## config.mk

```make
export PLATFORM = sky130hd
export DESIGN_NAME = jk_counter_reg
export DESIGN_NICKNAME = d
export VERILOG_FILES = /design/src/rtl/jk_pkg.sv /design/src/rtl/jk_cell.sv /design/src/rtl/jk_counter_reg.sv
export SDC_FILE = /design/constraint.sdc
export NUM_CORES = 1
export LEC_CHECK = 0
export CAP_MARGIN = 20
export CORE_MARGIN = 2
export CORE_UTILIZATION = 44
export DETAILED_ROUTE_END_ITERATION = 16
export HOLD_SLACK_MARGIN = 0.06
export PLACE_DENSITY = 0.82
export SLEW_MARGIN = 20
export SYNTH_ARGS = -nofsm -noshare
export SYNTH_HDL_FRONTEND = slang
export SYNTH_SLANG_ARGS = --single-unit
```

## constraint.sdc

```tcl
create_clock -name clk -period 2.4 [get_ports clk]
set_clock_uncertainty 0.1 [all_clocks]
set_input_delay 0.24 -clock clk [delete_from_list [all_inputs] [get_ports clk]]
set_output_delay 0.24 -clock clk [all_outputs]
set_load 0.01 [all_outputs]
```

## src/rtl/jk_pkg.sv

```systemverilog
// rtl/jk_pkg.sv - shared mode and JK action encodings for jk_counter_reg
package jk_pkg;

  localparam logic [1:0] MODE_JK   = 2'd0;
  localparam logic [1:0] MODE_LOAD = 2'd1;
  localparam logic [1:0] MODE_UP   = 2'd2;
  localparam logic [1:0] MODE_DOWN = 2'd3;

  // Action of one cell, indexed by the {j,k} pair.
  typedef enum logic [1:0] {
    JK_HOLD = 2'b00,
    JK_CLR  = 2'b01,
    JK_SET  = 2'b10,
    JK_TGL  = 2'b11
  } jk_act_e;

endpackage

```

## src/rtl/jk_cell.sv

```systemverilog
// rtl/jk_cell.sv - single JK flip-flop with enable and async active-high reset
module jk_cell
  import jk_pkg::*;
(
  input  logic clk,
  input  logic rst,
  input  logic rst_val,
  input  logic en,
  input  logic j,
  input  logic k,
  output logic q
);

  logic r_q;
  jk_act_e w_act;

  assign w_act = jk_act_e'({j, k});
  assign q     = r_q;

  always_ff @(posedge clk or posedge rst) begin
    if (rst) begin
      r_q <= rst_val;
    end else if (en) begin
      case (w_act)
        JK_HOLD: r_q <= r_q;
        JK_CLR:  r_q <= 1'b0;
        JK_SET:  r_q <= 1'b1;
        JK_TGL:  r_q <= ~r_q;
        default: r_q <= r_q;
      endcase
    end
  end

endmodule

```

## src/rtl/jk_counter_reg.sv

```systemverilog
// rtl/jk_counter_reg.sv - WIDTH-bit JK register bank with JK/LOAD/UP/DOWN modes
// Optional saturating count build: define JK_COUNTER_REG_SAT_EN.
module jk_counter_reg
  import jk_pkg::*;
#(
  parameter int               WIDTH   = 8,
  parameter logic [WIDTH-1:0] RST_VAL = {WIDTH{1'b0}}
) (
  input  logic             clk,
  input  logic             rst,
  input  logic             en,
  input  logic [1:0]       mode,
  input  logic [WIDTH-1:0] j,
  input  logic [WIDTH-1:0] k,
  input  logic [WIDTH-1:0] d,
  output logic [WIDTH-1:0] q,
  output logic             tc,
  output logic             chg
);

  logic [WIDTH-1:0] w_q;
  logic [WIDTH-1:0] w_j;
  logic [WIDTH-1:0] w_k;
  logic [WIDTH-1:0] w_ones_below;
  logic [WIDTH-1:0] w_zeros_below;
  logic [WIDTH-1:0] w_q_next;
  logic             w_at_limit;
  logic             r_tc;
  logic             r_chg;

  // Carry (UP) and borrow (DOWN) chains: bit i toggles when all lower bits are 1 / 0.
  always_comb begin
    logic v_ones;
    logic v_zeros;
    v_ones        = 1'b1;
    v_zeros       = 1'b1;
    w_ones_below  = '0;
    w_zeros_below = '0;
    for (int i = 0; i < WIDTH; i++) begin
      w_ones_below[i]  = v_ones;
      w_zeros_below[i] = v_zeros;
      v_ones           = v_ones & w_q[i];
      v_zeros          = v_zeros & ~w_q[i];
    end
  end

  assign w_at_limit = ((mode == MODE_UP) && (&w_q)) || ((mode == MODE_DOWN) && !(|w_q));

  always_comb begin
    w_j = '0;
    w_k = '0;
    case (mode)
      MODE_JK: begin
        w_j = j;
        w_k = k;
      end
      MODE_LOAD: begin
        w_j = d;
        w_k = ~d;
      end
      MODE_UP: begin
        w_j = w_ones_below;
        w_k = w_ones_below;
      end
      MODE_DOWN: begin
        w_j = w_zeros_below;
        w_k = w_zeros_below;
      end
      default: begin
        w_j = '0;
        w_k = '0;
      end
    endcase
`ifdef JK_COUNTER_REG_SAT_EN
    if (w_at_limit) begin
      w_j = '0;
      w_k = '0;
    end
`endif
  end

  // Mirror of the cell update, used only to detect a change of q.
  assign w_q_next = (w_j & ~w_q) | (~w_k & w_q);

  genvar gi;
  generate
    for (gi = 0; gi < WIDTH; gi++) begin : g_cell
      jk_cell u_cell (
        .clk     (clk),
        .rst     (rst),
        .rst_val (RST_VAL[gi]),
        .en      (en),
        .j       (w_j[gi]),
        .k       (w_k[gi]),
        .q       (w_q[gi])
      );
    end
  endgenerate

  always_ff @(posedge clk or posedge rst) begin
    if (rst) begin
      r_tc  <= 1'b0;
      r_chg <= 1'b0;
    end else begin
      r_tc  <= en & w_at_limit;
      r_chg <= en & (w_q_next != w_q);
    end
  end

  assign q   = w_q;
  assign tc  = r_tc;
  assign chg = r_chg;

endmodule

```

### Word level (Yosys, flattened, before mapping)

Cells that the tools add are included.
W data, S select, Z words.

| word-level totals | value |
|---|---|
| register bits after elaboration | 10 |
| input port bits | 29 |
| output and inout bits | 10 |
| logic and storage cells | 107 |

| cells by class | value |
|---|---|
| eq/ne operators | 28 |
| mux-type cells | 10 |
| bitwise gates (word level) | 36 |
| reductions and logical operators | 23 |

Operator list:

| operator | count |
|---|---|
| $pmux W8 S4 | 2 |
| $eq A2 B2 Y1 const B | 18 |
| $not A8 Y8 | 3 |
| $pmux W1 S3 | 8 |
| $eq A2 B1 Y1 const B | 9 |
| $logic_not A2 Y1 | 9 |
| $and A8 B8 Y8 | 2 |
| $not A1 Y1 | 16 |
| $reduce_and A2 Y1 | 8 |
| $and A1 B1 Y1 | 14 |
| $ne A8 B8 Y1 | 1 |
| $or A8 B8 Y8 | 1 |
| $reduce_and A8 Y1 | 1 |
| $reduce_or A8 Y1 | 1 |
| $logic_and A1 B1 Y1 | 2 |
| $logic_not A1 Y1 | 1 |
| $logic_or A1 B1 Y1 | 1 |

### Depth between registers and ports, before layout

| logic depth | value |
|---|---|
| depth in word-level cells | 13 |
| mapped depth | 8 |
| mapped depth without buffers | 6 |

### Least setup slack after synthesis

OpenSTA, ideal clock, no wires.

| timing | value |
|---|---|
| kind | register -> register |
| from | register g_cell[0].u_cell.r_q |
| to | register r_chg (netlist: chg) |
| library setup time | 84 ps |
| arrival time | 1754 ps |
| data required time | 2216 ps |
| setup slack | 462 ps |
| stages on the path, launching flop included | 8 |
| buffers on the path | 1 |
| period minus slack after synthesis | 1938 ps |
| cell sequence | dfrtp_1 > buf_6 > or3b_1 > or3_4 > a311oi_2 > a21o_1 > a211oi_1 > a41oi_2 |

| on the way | value |
|---|---|
| word-level cells in the longest chain between the ends | 13 |
| elaborated cells on any way between the ends | 22 |
| those cells by class | eq/ne: 1; mux: 2; bitwise: 19 |

Ends and longest elaborated chain:

| element | line | RTL |
|---|---|---|
| from (decl) | jk_cell.sv:14 | `logic r_q;` |
| from (signal assigned) | jk_cell.sv:22 | `r_q <= rst_val;` |
| from (signal assigned) | jk_cell.sv:25 | `JK_HOLD: r_q <= r_q;` |
| from (signal assigned) | jk_cell.sv:28 | `JK_TGL: r_q <= ~r_q;` |
| $not A1 Y1 | jk_counter_reg.sv:43 | `v_zeros = v_zeros & ~w_q[i];` |
| $and A1 B1 Y1 (6 in a row) | jk_counter_reg.sv:43 |  |
| $pmux W8 S4 | jk_counter_reg.sv:52 | `case (mode)` |
| $not A8 Y8 | jk_counter_reg.sv:83 | `assign w_q_next = (w_j & ~w_q) \| (~w_k & w_q);` |
| $and A8 B8 Y8 | jk_counter_reg.sv:83 |  |
| $or A8 B8 Y8 | jk_counter_reg.sv:83 |  |
| $ne A8 B8 Y1 * | jk_counter_reg.sv:106 | `r_chg <= en & (w_q_next != w_q);` |
| $and A1 B1 Y1 * | jk_counter_reg.sv:106 |  |
| to (signal assigned) | jk_counter_reg.sv:106 |  |
| to (decl) | jk_counter_reg.sv:29 | `logic r_chg;` |

Every way passes the cells marked *; elsewhere a longest branch is shown, timed or not.
A chain may end at the register's enable or synchronous reset.

### Worst setup path in the final report

| timing | value |
|---|---|
| from | register g_cell[4].u_cell.r_q |
| to | register r_chg (netlist: chg) |

| on the way | value |
|---|---|
| word-level cells in the longest chain between the ends | 10 |
| elaborated cells on any way between the ends | 16 |
| those cells by class | eq/ne: 1; mux: 2; bitwise: 13 |

Ends and longest elaborated chain:

| element | line |
|---|---|
| from (decl) | jk_cell.sv:14 |
| from (signal assigned) | jk_cell.sv:22 |
| from (signal assigned) | jk_cell.sv:25 |
| from (signal assigned) | jk_cell.sv:28 |
| $not A1 Y1 | jk_counter_reg.sv:43 |
| $and A1 B1 Y1 (3 in a row) | jk_counter_reg.sv:43 |
| $pmux W8 S4 | jk_counter_reg.sv:52 |
| $not A8 Y8 | jk_counter_reg.sv:83 |
| $and A8 B8 Y8 | jk_counter_reg.sv:83 |
| $or A8 B8 Y8 | jk_counter_reg.sv:83 |
| $ne A8 B8 Y1 * | jk_counter_reg.sv:106 |
| $and A1 B1 Y1 * | jk_counter_reg.sv:106 |

Marked as above.

==> run metrics <==
outcome complete, no violations; RSZ-0062 raised after global routing false; Pre-antenna DRT Iters 4; Setup CP Type reg -> reg; 1st-iter DRT viols 38; global-route wire length before repair 4710 um; Synth Instances 143; H-tree levels 1; post_cts resized 0; global placer's final weighted congestion between 0.8 and 0.9; Area growth, synth to finish 39.5%; Via Count 1179; FF+latch count, synth 10; Cell Area, Synth 1050 um^2; initial antenna violation count 0; Crit path arrival time approximately 2.2 ns; r2r startpoint g_cell[4].u_cell.q; Final Max Slew Viols 0; # Post-CTS Setup Buffers 0; Hold Crit Class in -> async; Starting Density around 47%; final-report setup violation count 0; Reg2Reg Depth 6; # DRC 0; ant diodes 0; final critical-path share of the clock period 87.8%; # port buffers 38; Power Density 641 nW/um^2; net count after synthesis 172; All-Layer GR Usage 22.9%; clk buf depth 2; r2r setup slk 0.29 ns; TritonCTS sink count 10; Die H between 50 and 60 um; met2 Use GR 37.1%; Syn. warnings 0; crit path time final ~2.1 ns; worst skew pair latency 0.28 ns; Distinct cells, synth 41; Tightest Pin Transition 0.617 ns; P_leak between 0.0006 and 0.0007 uW; detailed-placement wirelength estimate 2350 um; Synth Area per Inst roughly 7.3 um^2; most used cells in the layout excluding fill and tap cells clkdlybuf4s50_1, nor2_1, nand2_1, a21oi_1; final hold slack 0.124 ns; CORE AREA 2230 um^2; layout cells sized above 1 9.60%; maximum clock rate 0.474 GHz; Top Ports 39; largest net degree at the start of global routing 14; Max VDD drop slightly above 0.5 mV; Post-CTS Hold Buffers 0; crit-path max FO 7; final hold vios 0; max-capacitance violation count 0; Req. time, crit path 2.50 ns; Slew Limit Headroom 58.3%; Antenna Violating Nets Remaining 0; met3 GRT Util 0.857%; CTS Buf Count 3; capturing point of the worst reg2reg path chg; vias per cell between 5 and 6; grt ovf 0; most common cell after layout, fill and taps aside clkdlybuf4s50_1; register area share after synthesis 23.8%; vias in the first global route ~1100; Core Rows 17; WL/cell ~14 um; CP Launch Type register; M1 GR Usage 30.8%; CTS root buf clkbuf_4; FILL cells 204; CTS tree yes; Worst setup EP type register; NumNets Final 207; Die Footprint about 2800 um^2; final wirelength 2880 um; Die Wd 52.8 um; grt peak-use layer met2; setup TNS 0 ns; clk slew on worst S/H paths 0.07 ns
[state kept, by name (all words and copies together), names as in the netlist]
register	cells
g_cell.u_cell.q	8
tc	1
chg	1
[synth_stat cells (all sizes together)]
cell    number  area, um^2
o21ai       17        85.1
nor3b        1        7.51
a31oi        3        18.8
mux2         2        22.5
a211oi       3        22.5
and4b        1        10.0
nor3         3        15.0
o21a         1        7.51
o22a         1        8.76
or3          3        23.8
a21oi       11        55.1
o31a         1        8.76
o311ai       1        8.76
or2          2        12.5
xnor2        2        17.5
a22o         3        26.3
nand3        5        25.0
nand2       11        41.3
mux2i        3        30.0
o41ai        1        8.76
o211a        2        20.0
inv          8        30.0
nor4b        1        8.76
nor2        16        60.1
buf         13        90.1
or3b         1        8.76
a21o         5        37.5
nor2b        3        18.8
dfrtp       10         250
nand3b       1        7.51
clkbuf       4        15.0
a41oi        1        16.3
o32a         1        10.0
nand2b       1        6.26
a311oi       1        15.0
[kinds of logic (layout without fill, tap and decap cells)]
kind of cell,count (synthesis),in the layout,share of synthesized area (%)
buf+inv,25,59,12.9
compound gates,52,52,33.3
xor+xnor,2,2,1.67
mux,5,5,5.01
flops,10,10,23.8
simple gates,49,49,23.4
[per-layer routing]
metal / part of all wire, % / vias to the layer above / wire [um]
met1: 41 / 546 / 1190
met3: 8.1 / 5 / 233
met5: 0 / - / 0
li1: - / 575 / -
met2: 49 / 53 / 1410
met4: 1.5 / 0 / 42
[report_power, final]
| part | leakage (uW) | switching [uW] | internal [uW] | total (uW) |
|---|---|---|---|---|
| registers | 0.000122 | 95.1 | 218 | 314 |
| logic | 0.000479 | 203 | 262 | 465 |
| clock network | 0.0000210 | 66.5 | 92.4 | 159 |
| total | 0.000622 | 365 | 573 | 938 |
[critical path, stage by stage, from the launching register on]
cell	delay, ns
dfrtp_1	0.48
nor4b_1	0.62
nand3b_1	0.13
o21ai_1	0.13
nor2_1	0.09
o31a_1	0.30
a41oi_2	0.18
[worst max-delay path by stage]
stage	end	slack (ns)	startpoint	depth (start not counted)
3_5_place_dp	chg	0.05	mode[0]	7
6_report	chg	0.29	g_cell[4].u_cell.q	6
2_1_floorplan	chg	0.46	g_cell[0].u_cell.q	7
3_3_place_gp	chg	0.14	mode[0]	7
4_1_cts	chg	0.33	g_cell[4].u_cell.q	6
5_1_grt	chg	0.20	mode[0]	9
[metrics by stage]
step / total power, uW / cell area, um^2 / utilization, % / setup slack [ns] / std cells
finish: 938 / 1460 / 65.5 / 0.292 / 205
global route: 1000 / 1460 / 65.5 / 0.197 / 205
CTS: 935 / 1460 / 65.5 / 0.328 / 205
detailed placement: 776 / 1430 / 63.9 / 0.0497 / 201
global placement: 761 / 1430 / 63.9 / 0.138 / 201
floorplan: 610 / 1050 / - / 0.462 / 143
[cell type report]
type | instances | area [um^2] | share of cell area, %
Multi-Input combinational cell | 108 | 664 | 45.4
Timing Repair Buffer | 47 | 448 | 30.6
Sequential cell | 10 | 250 | 17.1
Clock buffer | 4 | 36.3 | 2.48
Tap cell | 28 | 35.0 | 2.39
Inverter | 8 | 30.0 | 2.05
No activity file was read; power rests on OpenSTA's default activity.
